`src/rtl/sdram_stream_pkg.sv`:
```
// sdram_stream_pkg: shared state type, default widths and read-credit helper for sdram_stream_reader.
package sdram_stream_pkg;
    localparam int DEF_DATA_W     = 16;
    localparam int DEF_ADDR_W     = 32;
    localparam int DEF_LEN_W      = 24;
    localparam int DEF_FIFO_DEPTH = 16;

    typedef enum logic [1:0] {IDLE, READ, DRAIN, DONE} state_t;

    // Every in-flight read already owns a FIFO slot, so a new read may only issue while slots remain.
    function automatic logic has_credit(input int outstanding, input int fifo_count, input int depth);
        return (outstanding + fifo_count) < depth;
    endfunction
endpackage

```
`src/rtl/sync_fifo.sv`:
```
// sync_fifo: show-ahead synchronous FIFO with occupancy count; head reads as zero while empty.
module sync_fifo #(
    parameter int DATA_W     = 16,
    parameter int FIFO_DEPTH = 16,
    localparam int AW        = $clog2(FIFO_DEPTH),
    localparam int CW        = AW + 1
) (
    input  logic              clk,
    input  logic              rst,
    input  logic              push,
    input  logic [DATA_W-1:0] din,
    input  logic              pop,
    output logic [DATA_W-1:0] dout,
    output logic              empty,
    output logic [CW-1:0]     count
);
    logic [DATA_W-1:0] mem [FIFO_DEPTH];
    logic [AW-1:0]     wr_ptr, rd_ptr;

    assign empty = count == '0;
    assign dout  = empty ? '0 : mem[rd_ptr];

    always_ff @(posedge clk) begin
        if (rst) begin
            wr_ptr <= '0;
            rd_ptr <= '0;
            count  <= '0;
        end else begin
            if (push) wr_ptr <= wr_ptr + AW'(1);
            if (pop) rd_ptr <= rd_ptr + AW'(1);
            count <= count + CW'(push) - CW'(pop);
        end
    end

    always_ff @(posedge clk) begin
        if (push) mem[wr_ptr] <= din;
    end

    always_ff @(posedge clk) begin
        if (!rst) assert (!(push && count == CW'(FIFO_DEPTH)));
    end
endmodule

```
`src/rtl/sdram_stream_reader.sv`:
```
// sdram_stream_reader: Avalon-MM read master streaming a block of SDRAM words out as Avalon-ST.
// Define STREAM_CHECKSUM_EN to add a checksum output summing every delivered word.
module sdram_stream_reader
    import sdram_stream_pkg::*;
#(
    parameter int DATA_W     = DEF_DATA_W,
    parameter int ADDR_W     = DEF_ADDR_W,
    parameter int LEN_W      = DEF_LEN_W,
    parameter int FIFO_DEPTH = DEF_FIFO_DEPTH
) (
    input  logic              clk_clk,
    input  logic              reset_reset,
    input  logic              start,
    input  logic [ADDR_W-1:0] base_addr,
    input  logic [LEN_W-1:0]  word_count,
    output logic              busy,
    output logic              done,
    output logic [ADDR_W-1:0] avm_address,
    output logic              avm_read,
    input  logic              avm_waitrequest,
    input  logic [DATA_W-1:0] avm_readdata,
    input  logic              avm_readdatavalid,
    output logic [DATA_W-1:0] st_data,
    output logic              st_valid,
    input  logic              st_ready,
    output logic              st_endofpacket
`ifdef STREAM_CHECKSUM_EN
    ,
    output logic [DATA_W-1:0] checksum
`endif
);
    localparam int CW = $clog2(FIFO_DEPTH) + 1;

    state_t            state, next_state;
    logic [ADDR_W-1:0] addr;
    logic [LEN_W-1:0]  len, issued, popped;
    logic [CW-1:0]     outstanding, fifo_count;
    logic              start_ok, credit, accept, resp, pop, empty;

    assign start_ok       = start && state == IDLE;
    assign credit         = has_credit(int'(outstanding), int'(fifo_count), FIFO_DEPTH);
    assign avm_read       = state == READ && credit;
    assign avm_address    = addr;
    assign accept         = avm_read && !avm_waitrequest;
    // Responses outside a transfer belong to an aborted one and are dropped.
    assign resp           = avm_readdatavalid && state != IDLE;
    assign st_valid       = !empty;
    assign pop            = st_valid && st_ready;
    assign st_endofpacket = st_valid && popped == len - LEN_W'(1);
    assign busy           = state == READ || state == DRAIN;
    assign done           = state == DONE;

    always_ff @(posedge clk_clk) begin
        if (reset_reset) state <= IDLE;
        else state <= next_state;
    end

    always_comb begin
        next_state = state;
        case (state)
            IDLE:    if (start) next_state = word_count == '0 ? DONE : READ;
            READ:    if (accept && issued + LEN_W'(1) == len) next_state = DRAIN;
            DRAIN:   if (outstanding == '0 && empty && popped == len) next_state = DONE;
            default: next_state = IDLE;
        endcase
    end

    always_ff @(posedge clk_clk) begin
        if (reset_reset) begin
            addr        <= '0;
            len         <= '0;
            issued      <= '0;
            popped      <= '0;
            outstanding <= '0;
        end else begin
            if (start_ok) begin
                addr   <= {base_addr[ADDR_W-1:1], 1'b0};
                len    <= word_count;
                issued <= '0;
                popped <= '0;
            end else begin
                if (accept) begin
                    addr   <= addr + ADDR_W'(2);
                    issued <= issued + LEN_W'(1);
                end
                if (pop) popped <= popped + LEN_W'(1);
            end
            outstanding <= outstanding + CW'(accept) - CW'(resp);
        end
    end

    sync_fifo #(.DATA_W(DATA_W), .FIFO_DEPTH(FIFO_DEPTH)) u_fifo (
        .clk   (clk_clk),
        .rst   (reset_reset),
        .push  (resp),
        .din   (avm_readdata),
        .pop   (pop),
        .dout  (st_data),
        .empty (empty),
        .count (fifo_count)
    );

`ifdef STREAM_CHECKSUM_EN
    always_ff @(posedge clk_clk) begin
        if (reset_reset || start_ok) checksum <= '0;
        else if (pop) checksum <= checksum + st_data;
    end
`endif
endmodule

```
`config.mk`:
```
export PLATFORM = sky130hd
export DESIGN_NAME = sdram_stream_reader
export DESIGN_NICKNAME = d
export VERILOG_FILES = /design/src/rtl/sdram_stream_pkg.sv /design/src/rtl/sync_fifo.sv /design/src/rtl/sdram_stream_reader.sv
export SDC_FILE = /design/constraint.sdc
export NUM_CORES = 1
export LEC_CHECK = 0
export CORE_ASPECT_RATIO = 0.7
export CORE_MARGIN = 8
export CORE_UTILIZATION = 35
export CTS_BUF_LIST = sky130_fd_sc_hd__clkbuf_4 sky130_fd_sc_hd__clkbuf_8
export DETAILED_ROUTE_END_ITERATION = 8
export MAX_ROUTING_LAYER = met4
export PLACE_DENSITY = 0.55
export SYNTH_ARGS = -nofsm -noshare
export SYNTH_HDL_FRONTEND = slang
export SYNTH_HIERARCHICAL = 1
export SYNTH_SLANG_ARGS = --single-unit
```
`constraint.sdc`:
```
create_clock -name clk_clk -period 5.6 [get_ports clk_clk]
set_input_delay 1.68 -clock clk_clk [delete_from_list [all_inputs] [get_ports clk_clk]]
set_output_delay 1.68 -clock clk_clk [all_outputs]
set_load 0.05 [all_outputs]
```
==> metrics.csv, run 1 <==
stage,metric,value,unit
outcome,status,"complete, no violations",
worst_setup_path,endpoint,st_data[1],
power_and_ir_drop,switching_share,36.5,%
worst_setup_path,reg2reg_depth,14,
synth,yosys-top-cells-area,"edfxtp_1 (44%), dfxtp_1 (14%), mux4_2 (6.2%), xnor2_1 (4.7%), xor2_1 (2.9%)",
clocking,holdBufCountCts,0,
place,dp_cells,2178,
synth,avgSynthCellArea,12.3,um^2
grt,grt_max_degree,87,
floorplan,chipHeight,204,um
clocking,postCtsSetupBuffers,0,
sta,worst_slew_pin_slew,1.12,ns
worst_setup_path,crit_arrival,3.66,ns
worst_setup_path,critical_path_class,reg -> out,
grt,grtUsageTotal,16.3,%
power_and_ir_drop,power.switching,3.31,mW
floorplan,ios,131,
place,portBuffers,128,
clocking,insertion_delay,0.66,ns
sta,setup_ws,0.262,ns
worst_setup_path,r2r_slack,1.86,ns
layout,final_core_util,41.6,%
drt,viasPerCell,5.20,
grt,grt_pass1_vias,12100,
sta,fmax,187,MHz
place,pre_cts_slack,0.825,ns
layout,final_cells,2293,
power_and_ir_drop,power,9.06,mW
synth,ys_types,70,
layout,syn2layout_area_growth,18.4,%
layout,layout.nets,1676,
place,gp_congestion,0.864,
sta,finalSetupViolations,0,
sta,relSlewSlack,25.2,%
worst_setup_path,crit_fanout,13,
power_and_ir_drop,p_comb_share,34.5,%
synth,synth_fp_nets,1544,
drt,drt_pass1_iterations,6,
synth,yosys.area_share.simple,13.9,%
worst_setup_path,end_kind,primary output,
synth,synth_area,17700,um^2
worst_setup_path,crit_path_cell_trace,inv_1 -> ha_1 -> nor4b_4 -> nor2b_2 -> a22oi_1 -> o211ai_1 -> clkdlybuf4s50_1,
worst_setup_path,crit_required,3.92,ns
sta,fin_tns_setup,0,ns
flow_run,max_cap_violations,0,
synth,yosys.area.top_type,edfxtp_1,
synth,synth_top_family_by_area,simple AND/OR/NAND/NOR gates,
clocking,htreeDepth,2,
worst_setup_path,crit_slowest_cell,clkdlybuf4s50_1,
drt,wirelength,46900,um
drt,wire_per_inst,20.4,um
floorplan,core-area,50300,um^2
floorplan,die_area,58000,um^2
synth,ys.flop_type,edfxtp_1,
sta,slew_violations,0,
drt,ant_nets,0,
synth,synth.top_cell.area_share,43.5,%
synth,synthMuxAreaShare,8.64,%
layout,drive_above_1_share,12.9,%
sta,period_minus_slack,5.34,ns
power_and_ir_drop,power.leakage,6.84,nW
synth,synth-adder-area-share,2.28,%
synth,async_flop_share,0,%
clocking,clkTransAtPathRegs,0.06,ns
worst_setup_path,reg2reg_to,outstanding[4],
layout,layout_commonest_cell,edfxtp_1,
min_path,hold_class,reg -> reg,
drt,vias,11900,
grt,overflow,0,
synth,netlist_instances,1435,
clocking,max-clock-path-buffers,3,
floorplan,rows,69,
drt,dr.first_iter.drc_count,908,
clocking,numCtsBuffers,61,
power_and_ir_drop,power_density,433,nW/um^2
grt,antenna_found_initial,2,
sta,report.final.hold_viol_count,0,
worst_setup_path,cp_top_family,buffers and inverters,
clocking,cts_sinks,383,
sta,post-route-period-util,95.3,%
power_and_ir_drop,p_clk_share,27.1,%
worst_setup_path,cp_slowest_stage_delay,0.93,ns
clocking,cts_tree,yes,
sta,rsz0062_at_grt,false,
sta,skew,0.0312,ns
synth,ys_ff_latch,383,
worst_setup_path,crit_buf_inv,2,
drt,drc,0,
clocking,cts_resized,0,
worst_setup_path,cp_num_cells,7,
floorplan,die_w,285,um
synth,synth-compound-area-share,6.59,%
grt,grt_pass1_wl,72400,um
layout,layout_common_cells,"edfxtp_1 (256), nor2_1 (129), clkdlybuf4s50_1 (126)",
synth,synth_edf_count,256,
worst_setup_path,r2r-start,u_fifo/count[4],
power_and_ir_drop,ir_drop,0.000224,V
synth,yosysSeqAreaShare,57.9,%
worst_setup_path,crit_start,u_fifo/count[3],
floorplan,start_util,35.1,%
power_and_ir_drop,power.share.sequential,38.4,%
clocking,cts-root-buf,clkbuf_8,
worst_setup_path,worstSetupStartpointType,flip-flop,
place,dp_hpwl,31200,um
synth,yosys_warnings,6,
power_and_ir_drop,intPower,5.75,mW
synth,synth_xor_area_share,7.66,%
-- kinds of logic after synthesis --
group,Yosys count
adder cells (fa/ha/maj),31
AND/OR/NAND/NOR,485
buffers and inverters,121
other,1
multiplexers,91
XOR/XNOR,153
AO/OA/AOI/OAI,170
flip-flops,383
-- stage by stage --
stage,hold WS [ns],area [um^2]
2_1_floorplan,0.475,17700
3_3_place_gp,0.500,19700
3_5_place_dp,0.522,19700
4_1_cts,0.531,20900
5_1_grt,0.552,20900
6_report,0.526,20900
-- power groups by stage --
stage | Sequential (mW) | Clock [mW] | Combinational [mW]
2_1_floorplan | 3.60 | 0 | 2.05
3_3_place_gp | 3.53 | 0 | 3.12
3_5_place_dp | 3.53 | 0 | 3.14
4_1_cts | 3.47 | 2.53 | 3.16
5_1_grt | 3.50 | 2.65 | 3.38
6_report | 3.48 | 2.45 | 3.13
-- layer usage --
layer	part of all wire [%]	vias up	track usage, %
li1	-	5565	-
met1	49	6015	22.8
met2	44	264	24.3
met3	5.1	78	2.99
met4	2.2	0	4.73
met5	0	-	-
-- worst min path at each step --
stage	from	end	cells after the start
6_report	popped[22]	popped[22]	2
5_1_grt	popped[22]	popped[22]	2
4_1_cts	popped[17]	popped[17]	2
3_5_place_dp	popped[17]	popped[17]	2
3_3_place_gp	state[1]	state[1]	2
2_1_floorplan	len[23]	len[23]	2
-- state kept, by name (all words and copies together), names as in the netlist, named ones only --
signal         count
popped            24
avm_address       31
len               24
u_fifo/count       5
u_fifo/mem       256
u_fifo/wr_ptr      4
state              2
u_fifo/rd_ptr      4
outstanding        5
issued            24
-- worst min-delay path, stage by stage, from the launching register on --
cell and delay, ns:
dfxtp_1 0.34, o21ai_0 0.08, a21oi_1 0.06
-- cell usage after synthesis, drive strengths merged (4+ instances only) --
cell type and number:
edfxtp 256, nor2 131, dfxtp 127, nand2 113, xnor2 94, clkbuf 64, xor2 58, nand3 50
mux4 49, a21oi 43, mux2i 40, a22oi 31, nand4 31, nor4 31, a211oi 30, ha 29
inv 29, buf 28, nor3 23, and2 20, and3 19, o21ai 19, o211ai 17, nor2b 12
or3 12, nor3b 7, a31oi 6, and4 6, or2 6, or4 6, nand2b 5, nand3b 4
-- cell type report --
cell class | instances | area [um^2]
diodes | 1 | 2.50
clock buffers | 83 | 1020
clock inverters | 31 | 225
fillers | 4693 | 29400
inverters | 29 | 109
multi-input cells | 931 | 6930
flip-flops and latches | 383 | 10200
well taps | 674 | 843
repair buffers | 161 | 1560
Power figures use the tool's default switching activity.
==> inputs of run 2 (changes only) <==
CORE_ASPECT_RATIO = 0.75   (was 0.7)
SETUP_SLACK_MARGIN = 0.15   (was unset)
SLEW_MARGIN = 10   (was unset)
==> run 2 against run 1 <==
Effect of this change: critical path type unchanged; first-iteration DRC count decreased by 0.99%; sequential share of layout area increased by 0.20 points; core utilization increased by 0.10 points; via count decreased by 0.77%; final cell count decreased by 1.2%; critical endpoint is now st_endofpacket; largest cell class unchanged; highest routed layer unchanged.
==> metrics.csv, run 2 (synthesis gave the netlist of run 1 again) <==
stage,metric,value,unit,change
outcome,status,"complete, no violations",,unchanged
layout,syn2layout_area_growth,18.0,%,was 18.4%
clocking,cts_sinks,383,,unchanged
layout,drive_above_1_share,12.4,%,was 12.9%
clocking,max-clock-path-buffers,3,,unchanged
layout,layout_commonest_cell,edfxtp_1,,unchanged
sta,fmax,189,MHz,was 187 MHz
sta,rsz0062_at_grt,true,,was false
grt,antenna_found_initial,1,,was 2
flow_run,max_cap_violations,0,,unchanged
drt,drt_pass1_iterations,5,,was 6
layout,regMostFlops,u_fifo/mem,,unchanged
sta,relSlewSlack,27.7,%,was 25.2%
power_and_ir_drop,power,8.95,mW,was 9.06 mW
layout,multi_input_area,6940,um^2,was 6930 um^2
drt,viasPerCell,5.22,,was 5.20
drt,dr_wl_met2,20200,um,was 20700 um
power_and_ir_drop,power_density,429,nW/um^2,was 433 nW/um^2
worst_setup_path,worstSetupStartpointType,flip-flop,,unchanged
clocking,postCtsSetupBuffers,0,,unchanged
grt,overflow,0,,unchanged
sta,finalSetupViolations,0,,unchanged
place,dp_hpwl,30400,um,was 31200 um
layout,regArea,10200,um^2,about the same
worst_setup_path,critical_path_class,reg -> out,,unchanged
drt,ant_nets,0,,unchanged
drt,vias,11800,,was 11900
drt,wirelength,45400,um,was 46900 um
sta,post-route-period-util,94.5,%,was 95.3%
drt,dr_wl_met3,2440,um,was 2390 um
layout,final_cells,2266,,was 2293
worst_setup_path,cp_slowest_stage_delay,0.53,ns,was 0.93 ns
floorplan,start_util,35.3,%,was 35.1%
sta,period_minus_slack,5.29,ns,was 5.34 ns
drt,drc,0,,unchanged
sta,slew_violations,0,,unchanged
worst_setup_path,crit_top_cell,a2111oi_1,,
power_and_ir_drop,ir_drop,0.000195,V,was 0.000224 V
place,gp_congestion,0.878,,was 0.864
drt,drt-met1-wl,21900,um,was 22800 um
grt,grtUsageTotal,16.0,%,was 16.3%
sta,worst_slew_pin_slew,1.09,ns,was 1.12 ns
clocking,cts-root-buf,clkbuf_8,,unchanged
drt,dr.first_iter.drc_count,899,,was 908
sta,hold_ws,0.521,ns,was 0.526 ns
sta,fin_tns_setup,0,ns,unchanged
worst_setup_path,crit_arrival,3.61,ns,was 3.66 ns
clocking,clkTransAtPathRegs,0.06,ns,about the same
place,portBuffers,128,,unchanged
power_and_ir_drop,power.leakage,6.81,nW,was 6.84 nW
worst_setup_path,crit_fanout,9,,was 13
worst_setup_path,end_kind,primary output,,unchanged
worst_setup_path,cp_top_family,compound AO/OA/AOI/OAI gates,,was buffers and inverters
sta,report.final.hold_viol_count,0,,unchanged
floorplan,die_w,275,um,was 285 um
min_path,hold_class,reg -> reg,,unchanged
worst_setup_path,crit_path_cell_trace,inv_1 -> ha_2 -> a31oi_1 -> or4_1 -> a2111oi_1 -> nand4_1 -> a2111oi_1 -> and4_1 -> buf_4,,was inv_1 -> ha_1 -> nor4b_4 -> nor2b_2 -> a22oi_1 -> o211ai_1 -> clkdlybuf4s50_1
floorplan,die_area,58000,um^2,about the same
grt,grt_max_degree,87,,unchanged
grt,grt_pass1_vias,11700,,was 12100
floorplan,ios,131,,unchanged
layout,fill_cells,4723,,was 4693
place,dp_cells,2156,,was 2178
layout,layout.nets,1670,,was 1676
floorplan,chipHeight,211,um,was 204 um
layout,largest_reg_flops,256,,unchanged
layout,layout_common_cells,"edfxtp_1 (256), nor2_1 (129), dfxtp_1 (125)",,"was edfxtp_1 (256), nor2_1 (129), clkdlybuf4s50_1 (126)"
sta,skew,0.0606,ns,was 0.0312 ns
clocking,numCtsBuffers,60,,was 61
floorplan,core-area,50000,um^2,was 50300 um^2
drt,top_layer,met4,,unchanged
worst_setup_path,crit_slowest_cell,or4_1,,was clkdlybuf4s50_1
clocking,holdBufCountCts,0,,unchanged
place,pre_cts_slack,0.719,ns,was 0.825 ns
clocking,insertion_delay,0.68,ns,was 0.66 ns
drt,wire_per_inst,20.0,um,was 20.4 um
worst_setup_path,crit_buf_inv,2,,unchanged
clocking,cts_tree,yes,,unchanged
worst_setup_path,crit_required,3.92,ns,about the same
sta,setup_ws,0.307,ns,was 0.262 ns
clocking,htreeDepth,2,,unchanged
grt,grt_pass1_wl,70200,um,was 72400 um
floorplan,rows,71,,was 69
[run 2: path summary, 6_finish.rpt]
check                                startpoint        endpoint  slack [ns]  depth (start not counted)
worst max-delay path                     len[0]  st_endofpacket        0.31                          9
worst min-delay path                 popped[22]      popped[22]        0.52                          2
worst max register to register  u_fifo/count[4]  outstanding[4]        2.11                         13
worst min register to register       popped[22]      popped[22]        0.52                          2
[run 2: routing by layer]
layer	vias to the layer above	track usage, %
met3	60	3.27
met2	257	23.4
met1	5943	22.5
met5	-	-
li1	5570	-
met4	0	4.32
[run 2: where the power goes]
part | internal (mW) | leakage, nW | switching [mW] | total (mW)
combinational | 1.22 | 2.82 | 1.82 | 3.04
sequential | 3.21 | 3.34 | 0.272 | 3.48
clock | 1.29 | 0.643 | 1.13 | 2.42
total | 5.72 | 6.81 | 3.22 | 8.95
[run 2: timing repair]
item | 4_1_cts | 5_1_grt
gates cloned | 0 | 0
pin swaps | 0 | 0
endpoints found under the setup margin | 3 | 11
gates resized for setup | 4 | 4
[run 2: cell type report]
| type | count | area share, % |
|---|---|---|
| well taps | 657 | 3.94 |
| clock inverters | 29 | 1.16 |
| multi-input cells | 931 | 33.3 |
| flip-flops and latches | 383 | 49.1 |
| clock buffers | 80 | 4.71 |
| inverters | 29 | 0.522 |
| repair buffers | 156 | 7.25 |
| diodes | 1 | 0.0120 |
[run 2: tightest hold or removal path: stages (launching register included)]
cell and delay [ns]:
dfxtp_1 0.33, o21ai_0 0.08, a21oi_1 0.06
[run 2: metrics by stage]
| stage | cell area (um^2) | utilization [%] |
|---|---|---|
| after floorplan | 17700 | - |
| after global placement | 19600 | 39.2 |
| after detailed placement | 19600 | 39.2 |
| after CTS | 20800 | 41.6 |
| after global routing | 20800 | 41.7 |
| final | 20800 | 41.7 |
